File: config.mk
export PLATFORM = sky130hd
export DESIGN_NAME = block_mac_2x2
export DESIGN_NICKNAME = d
export VERILOG_FILES = /design/src/rtl/block_mac_2x2_pkg.sv /design/src/rtl/block_mac_2x2_mac_lane.sv /design/src/rtl/block_mac_2x2.sv
export SDC_FILE = /design/constraint.sdc
export NUM_CORES = 2
export LEC_CHECK = 0
export CAP_MARGIN = 20
export CELL_PAD_IN_SITES_DETAIL_PLACEMENT = 1
export CELL_PAD_IN_SITES_GLOBAL_PLACEMENT = 1
export CORE_MARGIN = 2
export CORE_UTILIZATION = 45
export CTS_CLUSTER_SIZE = 16
export DETAILED_ROUTE_END_ITERATION = 12
export MAX_ROUTING_LAYER = met4
export PLACE_DENSITY = 0.88
export SLEW_MARGIN = 30
export SYNTH_ARGS = -nofsm -noshare
export SYNTH_HDL_FRONTEND = slang
export SYNTH_SLANG_ARGS = --single-unit
File: constraint.sdc
create_clock -name clk -period 28.8 [get_ports clk]
set_clock_uncertainty 0.2 [all_clocks]
set_input_delay 4.32 -clock clk [delete_from_list [all_inputs] [get_ports clk]]
set_output_delay 4.32 -clock clk [all_outputs]
set_load 0.03 [all_outputs]
File: src/rtl/block_mac_2x2_pkg.sv
// Shared definitions for the 2x2 block multiply-accumulate responder.
//   state_e        : FSM encoding (idle / busy / result)
//   STEP_W         : width of the multiply-accumulate step counter (8 steps)
//   DATA_WIDTH_DEF : default element / accumulator width
package block_mac_2x2_pkg;

  localparam int DATA_WIDTH_DEF = 32;
  localparam int STEP_W         = 3;

  typedef enum logic [1:0] {
    S_IDLE   = 2'b00,
    S_BUSY   = 2'b01,
    S_RESULT = 2'b10
  } state_e;

endpackage

File: src/rtl/block_mac_2x2_mac_lane.sv
// Combinational multiply-add lane shared by all eight steps of a block pair.
// Ports:
//   step_i              : step index 0..7, selects operand pair and accumulator
//   a_*_i, b_*_i        : latched A/B block elements (ul, ur, dl, dr)
//   acc_*_i             : current accumulator values (ul, ur, dl, dr)
//   acc_o               : selected accumulator plus the selected product,
//                         wrapped to W bits
module mac_lane
  import block_mac_2x2_pkg::*;
#(
  parameter int W = DATA_WIDTH_DEF
) (
  input  logic [STEP_W-1:0] step_i,
  input  logic [W-1:0]      a_ul_i,
  input  logic [W-1:0]      a_ur_i,
  input  logic [W-1:0]      a_dl_i,
  input  logic [W-1:0]      a_dr_i,
  input  logic [W-1:0]      b_ul_i,
  input  logic [W-1:0]      b_ur_i,
  input  logic [W-1:0]      b_dl_i,
  input  logic [W-1:0]      b_dr_i,
  input  logic [W-1:0]      acc_ul_i,
  input  logic [W-1:0]      acc_ur_i,
  input  logic [W-1:0]      acc_dl_i,
  input  logic [W-1:0]      acc_dr_i,
  output logic [W-1:0]      acc_o
);

  logic [W-1:0] op_x;
  logic [W-1:0] op_y;
  logic [W-1:0] acc_sel;

  // Step order: c_ul, c_ur, c_dl, c_dr, two products each (step[2:1]
  // picks the accumulator, step[0] picks the inner-product term).
  always_comb begin
    op_x    = '0;
    op_y    = '0;
    acc_sel = '0;
    case (step_i)
      3'd0: begin op_x = a_ul_i; op_y = b_ul_i; acc_sel = acc_ul_i; end
      3'd1: begin op_x = a_ur_i; op_y = b_dl_i; acc_sel = acc_ul_i; end
      3'd2: begin op_x = a_ul_i; op_y = b_ur_i; acc_sel = acc_ur_i; end
      3'd3: begin op_x = a_ur_i; op_y = b_dr_i; acc_sel = acc_ur_i; end
      3'd4: begin op_x = a_dl_i; op_y = b_ul_i; acc_sel = acc_dl_i; end
      3'd5: begin op_x = a_dr_i; op_y = b_dl_i; acc_sel = acc_dl_i; end
      3'd6: begin op_x = a_dl_i; op_y = b_ur_i; acc_sel = acc_dr_i; end
      3'd7: begin op_x = a_dr_i; op_y = b_dr_i; acc_sel = acc_dr_i; end
      default: begin op_x = '0; op_y = '0; acc_sel = '0; end
    endcase
  end

  // The low W bits of a two's complement product do not depend on whether
  // the operands are treated as signed, so a W x W -> W multiply gives the
  // truncated full-width signed product directly.
  assign acc_o = acc_sel + (op_x * op_y);

endmodule

File: src/rtl/block_mac_2x2.sv
// 2x2 block multiply-accumulate responder with one time-shared multiplier.
// Ports:
//   clk, reset (async, active-low)
//   in_valid/in_ready      : block pair offer; a pair is taken on a rising
//                            edge where both are high. in_ready is high only
//                            in S_IDLE, and the controller holds its data
//                            until the pair is taken.
//   in_first, in_last      : clear accumulators first / pair ends a result
//   a_*, b_*               : A and B block elements (ul, ur, dl, dr)
//   result_valid/result_ack: result hand-off; result is held while
//                            result_valid is high and released on an edge
//                            where both are high
//   c_*                    : accumulators, meaningful while result_valid
//   state_dbg              : current FSM state for observation
module block_mac_2x2
  import block_mac_2x2_pkg::*;
#(
  parameter int DATA_WIDTH = DATA_WIDTH_DEF
) (
  input  logic                  clk,
  input  logic                  reset,
  input  logic                  in_valid,
  output logic                  in_ready,
  input  logic                  in_first,
  input  logic                  in_last,
  input  logic [DATA_WIDTH-1:0] a_ul,
  input  logic [DATA_WIDTH-1:0] a_ur,
  input  logic [DATA_WIDTH-1:0] a_dl,
  input  logic [DATA_WIDTH-1:0] a_dr,
  input  logic [DATA_WIDTH-1:0] b_ul,
  input  logic [DATA_WIDTH-1:0] b_ur,
  input  logic [DATA_WIDTH-1:0] b_dl,
  input  logic [DATA_WIDTH-1:0] b_dr,
  output logic                  result_valid,
  input  logic                  result_ack,
  output logic [DATA_WIDTH-1:0] c_ul,
  output logic [DATA_WIDTH-1:0] c_ur,
  output logic [DATA_WIDTH-1:0] c_dl,
  output logic [DATA_WIDTH-1:0] c_dr,
  output logic [1:0]            state_dbg
);

  // Element index: 0 = ul, 1 = ur, 2 = dl, 3 = dr.
  state_e                         state_q, state_d;
  logic [STEP_W-1:0]              step_q, step_d;
  logic                           last_q, last_d;
  logic [3:0][DATA_WIDTH-1:0]     a_q, a_d;
  logic [3:0][DATA_WIDTH-1:0]     b_q, b_d;
  logic [3:0][DATA_WIDTH-1:0]     c_q, c_d;
  logic [DATA_WIDTH-1:0]          lane_acc;

  mac_lane #(.W(DATA_WIDTH)) u_lane (
    .step_i   (step_q),
    .a_ul_i   (a_q[0]),
    .a_ur_i   (a_q[1]),
    .a_dl_i   (a_q[2]),
    .a_dr_i   (a_q[3]),
    .b_ul_i   (b_q[0]),
    .b_ur_i   (b_q[1]),
    .b_dl_i   (b_q[2]),
    .b_dr_i   (b_q[3]),
    .acc_ul_i (c_q[0]),
    .acc_ur_i (c_q[1]),
    .acc_dl_i (c_q[2]),
    .acc_dr_i (c_q[3]),
    .acc_o    (lane_acc)
  );

  always_comb begin
    state_d = state_q;
    step_d  = step_q;
    last_d  = last_q;
    a_d     = a_q;
    b_d     = b_q;
    c_d     = c_q;
    case (state_q)
      S_IDLE: begin
        if (in_valid) begin
          a_d     = {a_dr, a_dl, a_ur, a_ul};
          b_d     = {b_dr, b_dl, b_ur, b_ul};
          last_d  = in_last;
          step_d  = '0;
          state_d = S_BUSY;
          if (in_first) begin
            c_d = '0;
          end
        end
      end
      S_BUSY: begin
        // step[2:1] matches the element index of the accumulator being updated.
        c_d[step_q[2:1]] = lane_acc;
        step_d           = step_q + 3'd1;
        if (step_q == 3'd7) begin
          step_d  = '0;
          state_d = last_q ? S_RESULT : S_IDLE;
        end
      end
      S_RESULT: begin
        if (result_ack) begin
          state_d = S_IDLE;
        end
      end
      default: state_d = S_IDLE;
    endcase
  end

  always_ff @(posedge clk or negedge reset) begin
    if (!reset) begin
      state_q <= S_IDLE;
      step_q  <= '0;
      last_q  <= 1'b0;
      a_q     <= '0;
      b_q     <= '0;
      c_q     <= '0;
    end else begin
      state_q <= state_d;
      step_q  <= step_d;
      last_q  <= last_d;
      a_q     <= a_d;
      b_q     <= b_d;
      c_q     <= c_d;
    end
  end

  assign in_ready     = (state_q == S_IDLE);
  assign result_valid = (state_q == S_RESULT);
  assign c_ul         = c_q[0];
  assign c_ur         = c_q[1];
  assign c_dl         = c_q[2];
  assign c_dr         = c_q[3];
  assign state_dbg    = state_q;

endmodule

==> impl_metrics.tcl <==
set metrics [dict create \
    ys.warnings.count 0 \
    synth_cell_types 61 \
    die_h_um 275 \
    synth_seq_area_share_pct 29.6 \
    setup.worst_path.end_class "flop" \
    die_area_sq_mm 0.0754 \
    total_routing_usage_gr_pct 39.0 \
    synth-seq-cells 390 \
    synth_edf_count 0 \
    timing.fmax_ghz 0.0847 \
    path_clk_slew_ns 0.06 \
    nets_finish 4325 \
    initial_core_util_pct 45.3 \
    worst_slew_margin_rel_pct 24.3 \
    firstDrtPassIters 11 \
    worst_path_largest_cell_delay_ns 0.80 \
    worstHoldPathType "flop to flop" \
    final_max_slew_viol_count 0 \
    routed_vias_inst 6.30 \
    post_synth_inst_count 3156 \
    floorplan.core_area_sq_mm 0.0727 \
    boundaryPins 394 \
    cts_num_sinks 390 \
    final_antenna_net_count 0 \
    arrival_ns 12.13 \
    area_growth_syn_to_layout_pct 20.4 \
    minimum_period_implied_by_the_final_worst_setup_slack_ns 11.80 \
    die_width_um 275 \
    row_count 99 \
    ctsResizeCount 0 \
    worst-setup-path-type "flop to flop" \
    grt_setup_unrepaired "false" \
    synth_ff_type "sky130_fd_sc_hd__dfrtp_1" \
    synth_fp_nets 3987 \
    cts_root_buffer "sky130_fd_sc_hd__clkbuf_16" \
    clkLatencyLatePin_ns 0.63 \
    grt_first_pass_wirelength_um 209000 \
    setup_viol_count_final 0 \
    first_global_vias 32325 \
    max_slew.worst_pin.slew_ns 1.14 \
    maximum_number_of_pins_on_one_net_before_global_route_repair 180 \
    dr_total_vias 28482 \
    cp_data_required_time_ns 29.12 \
    crit_slowest_cell "sky130_fd_sc_hd__nand2_2" \
    layout-drive-gt1-share_pct 13.1 \
    drc 0 \
    fin_crit_sh_pct 41.0 \
    hold_violations 0 \
    post_cts_hold_buffers 0 \
    cap_violations 0 \
    cp-start-kind "flop" \
    routed_wirelength_um 145000 \
    reg2reg_slack_ns 17.00 \
    grt_antenna_before_repair 35 \
    cts_buffer_count 43 \
    synthesis.area_per_instance_sq_um 10.4 \
    post_cts.repair.setup_buffers 0 \
    wl_per_cell_um 32.0 \
    globalRouteOverflowTotal 0 \
    ctsHtreeMaxLevel 2 \
    numPortBuffers 393 \
    cts-root-to-sink-buffers 3 \
    totalNegativeSetupSlack_ns 0 \
    postSynth.asyncResetShare_pct 100 \
    first_iter_violations 3530 \
    critical_path.max_fanout 46 \
    tritoncts_clock_tree "done" \
    gpl.final_weighted_congestion 0.944 \
    hpwl_reported_at_the_end_of_detailed_placement_um 97500 \
    syn_area_sq_mm 0.0330 \
    status "complete, no violations" \
]
[path summary, 6_finish.rpt]
path,startpoint,to,cells after the start
worst max-delay path,step_q[1],c_dr[31],28
worst min-delay path,a_q[38],a_q[38],1
worst max register to register,step_q[1],c_dr[31],28
worst min register to register,a_q[38],a_q[38],1
max in group asynchronous,reset,c_dr[14],3
min in group asynchronous,reset,a_q[59],1
[cells in the final DEF, fill, tap and decap left out, types with 21 or more instances in the layout]
cell                              synthesis  layout
sky130_fd_sc_hd__a21oi_1                 39      32
sky130_fd_sc_hd__a222oi_1                69      69
sky130_fd_sc_hd__a22o_1                 111     111
sky130_fd_sc_hd__a22oi_1                 21      21
sky130_fd_sc_hd__buf_4                    4      59
sky130_fd_sc_hd__clkbuf_16                0      43
sky130_fd_sc_hd__clkdlybuf4s50_1          0     392
sky130_fd_sc_hd__dfrtp_1                390     390
sky130_fd_sc_hd__diode_2                  0      43
sky130_fd_sc_hd__fa_1                   438     438
sky130_fd_sc_hd__ha_1                   131     131
sky130_fd_sc_hd__inv_1                  513     513
sky130_fd_sc_hd__mux2_2                 267     267
sky130_fd_sc_hd__nand2_1                257     257
sky130_fd_sc_hd__nand2b_1                44      44
sky130_fd_sc_hd__nor2_1                 356     354
sky130_fd_sc_hd__o21ai_0                 64      58
sky130_fd_sc_hd__xnor2_1                 56      56
[critical path, delay by kind of cell, from the launching register on]
family,cells,cell delay (ns)
compound gates,2,0.61
xor+xnor,10,2.65
fa+ha+maj,10,5.22
buf+inv,2,0.59
flops,1,0.53
simple gates,4,1.90
[sequential cells by signal, indices dropped and copies added, names as in the netlist]
register / cells
a_q: 128
step_q: 3
last_q: 1
c_ul: 32
state_dbg: 2
b_q: 128
c_dl: 32
c_ur: 32
c_dr: 32
[routing by layer]
metal | vias up | global-route usage, % | part of all wire [%]
li1 | 10897 | - | -
met2 | 2238 | 61.1 | 47
met1 | 14395 | 42.0 | 33
met5 | - | - | 0
met4 | 0 | 30.1 | 9.4
met3 | 952 | 11.1 | 11
[layout make-up]
| class | count | area, sq um |
|---|---|---|
| antenna | 43 | 108 |
| sequential | 390 | 9760 |
| timing repair buffer | 458 | 4500 |
| tap | 959 | 1200 |
| clock inverter | 10 | 103 |
| fill | 7750 | 33000 |
| multi-input combinational | 2087 | 20800 |
| clock buffer | 62 | 1300 |
| inverter | 514 | 1930 |
[cell families after synthesis]
kind of cell	share of synthesized area, %
AND/OR/NAND/NOR	9.59
buffers and inverters	7.90
adder cells (fa/ha/maj)	31.6
AO/OA/AOI/OAI	9.67
flip-flops	29.6
multiplexers	9.49
XOR/XNOR	2.17
[metrics by stage]
stage,hold slack (ns),util (%),instances,setup slack [ns],instance area (sq um)
finish,0.313,54.6,4523,17.00,39700
global route,0.326,54.6,4522,16.83,39700
CTS,0.310,54.3,4476,17.49,39500
global placement,0.284,52.3,4404,17.96,38000
detailed placement,0.291,52.3,4404,17.58,38100
floorplan,0.274,-,3156,19.64,33000
[cells in the mapped netlist, drive strengths merged (3+ instances only)]
cell type  number  area (sq um)
a22oi          21           158
nand2         258           971
a21oi          39           195
a222oi         69           691
buf            34           184
o21bai          4          30.0
a22o          111           972
a221oi          4          47.6
a2111oi         3          26.3
o31a            3          26.3
xor2           16           140
xnor2          57           507
a32o            5          50.1
ha            131          1640
mux2i          12           120
o21ai          75           375
nand3          20           100
a21boi         14           105
nand2b         44           275
and3            7          43.8
o21a           13          97.6
inv           514          1930
a21o           17           128
or2            16           100
or3             3          18.8
fa            438          8770
nor2          358          1360
nor2b          14          87.6
mux2          267          3010
dfrtp         390          9760
and2           13          81.3
nor3           12          71.3
xnor3           3          67.6
a221o           8          80.1
o31ai           5          37.5
a31o            4          35.0
a31oi           8          62.6
clkbuf        131           492
Power is left out: the tool's default activity adds up to more than one toggle a clock period on the data nets, which glitch-free logic cannot reach.
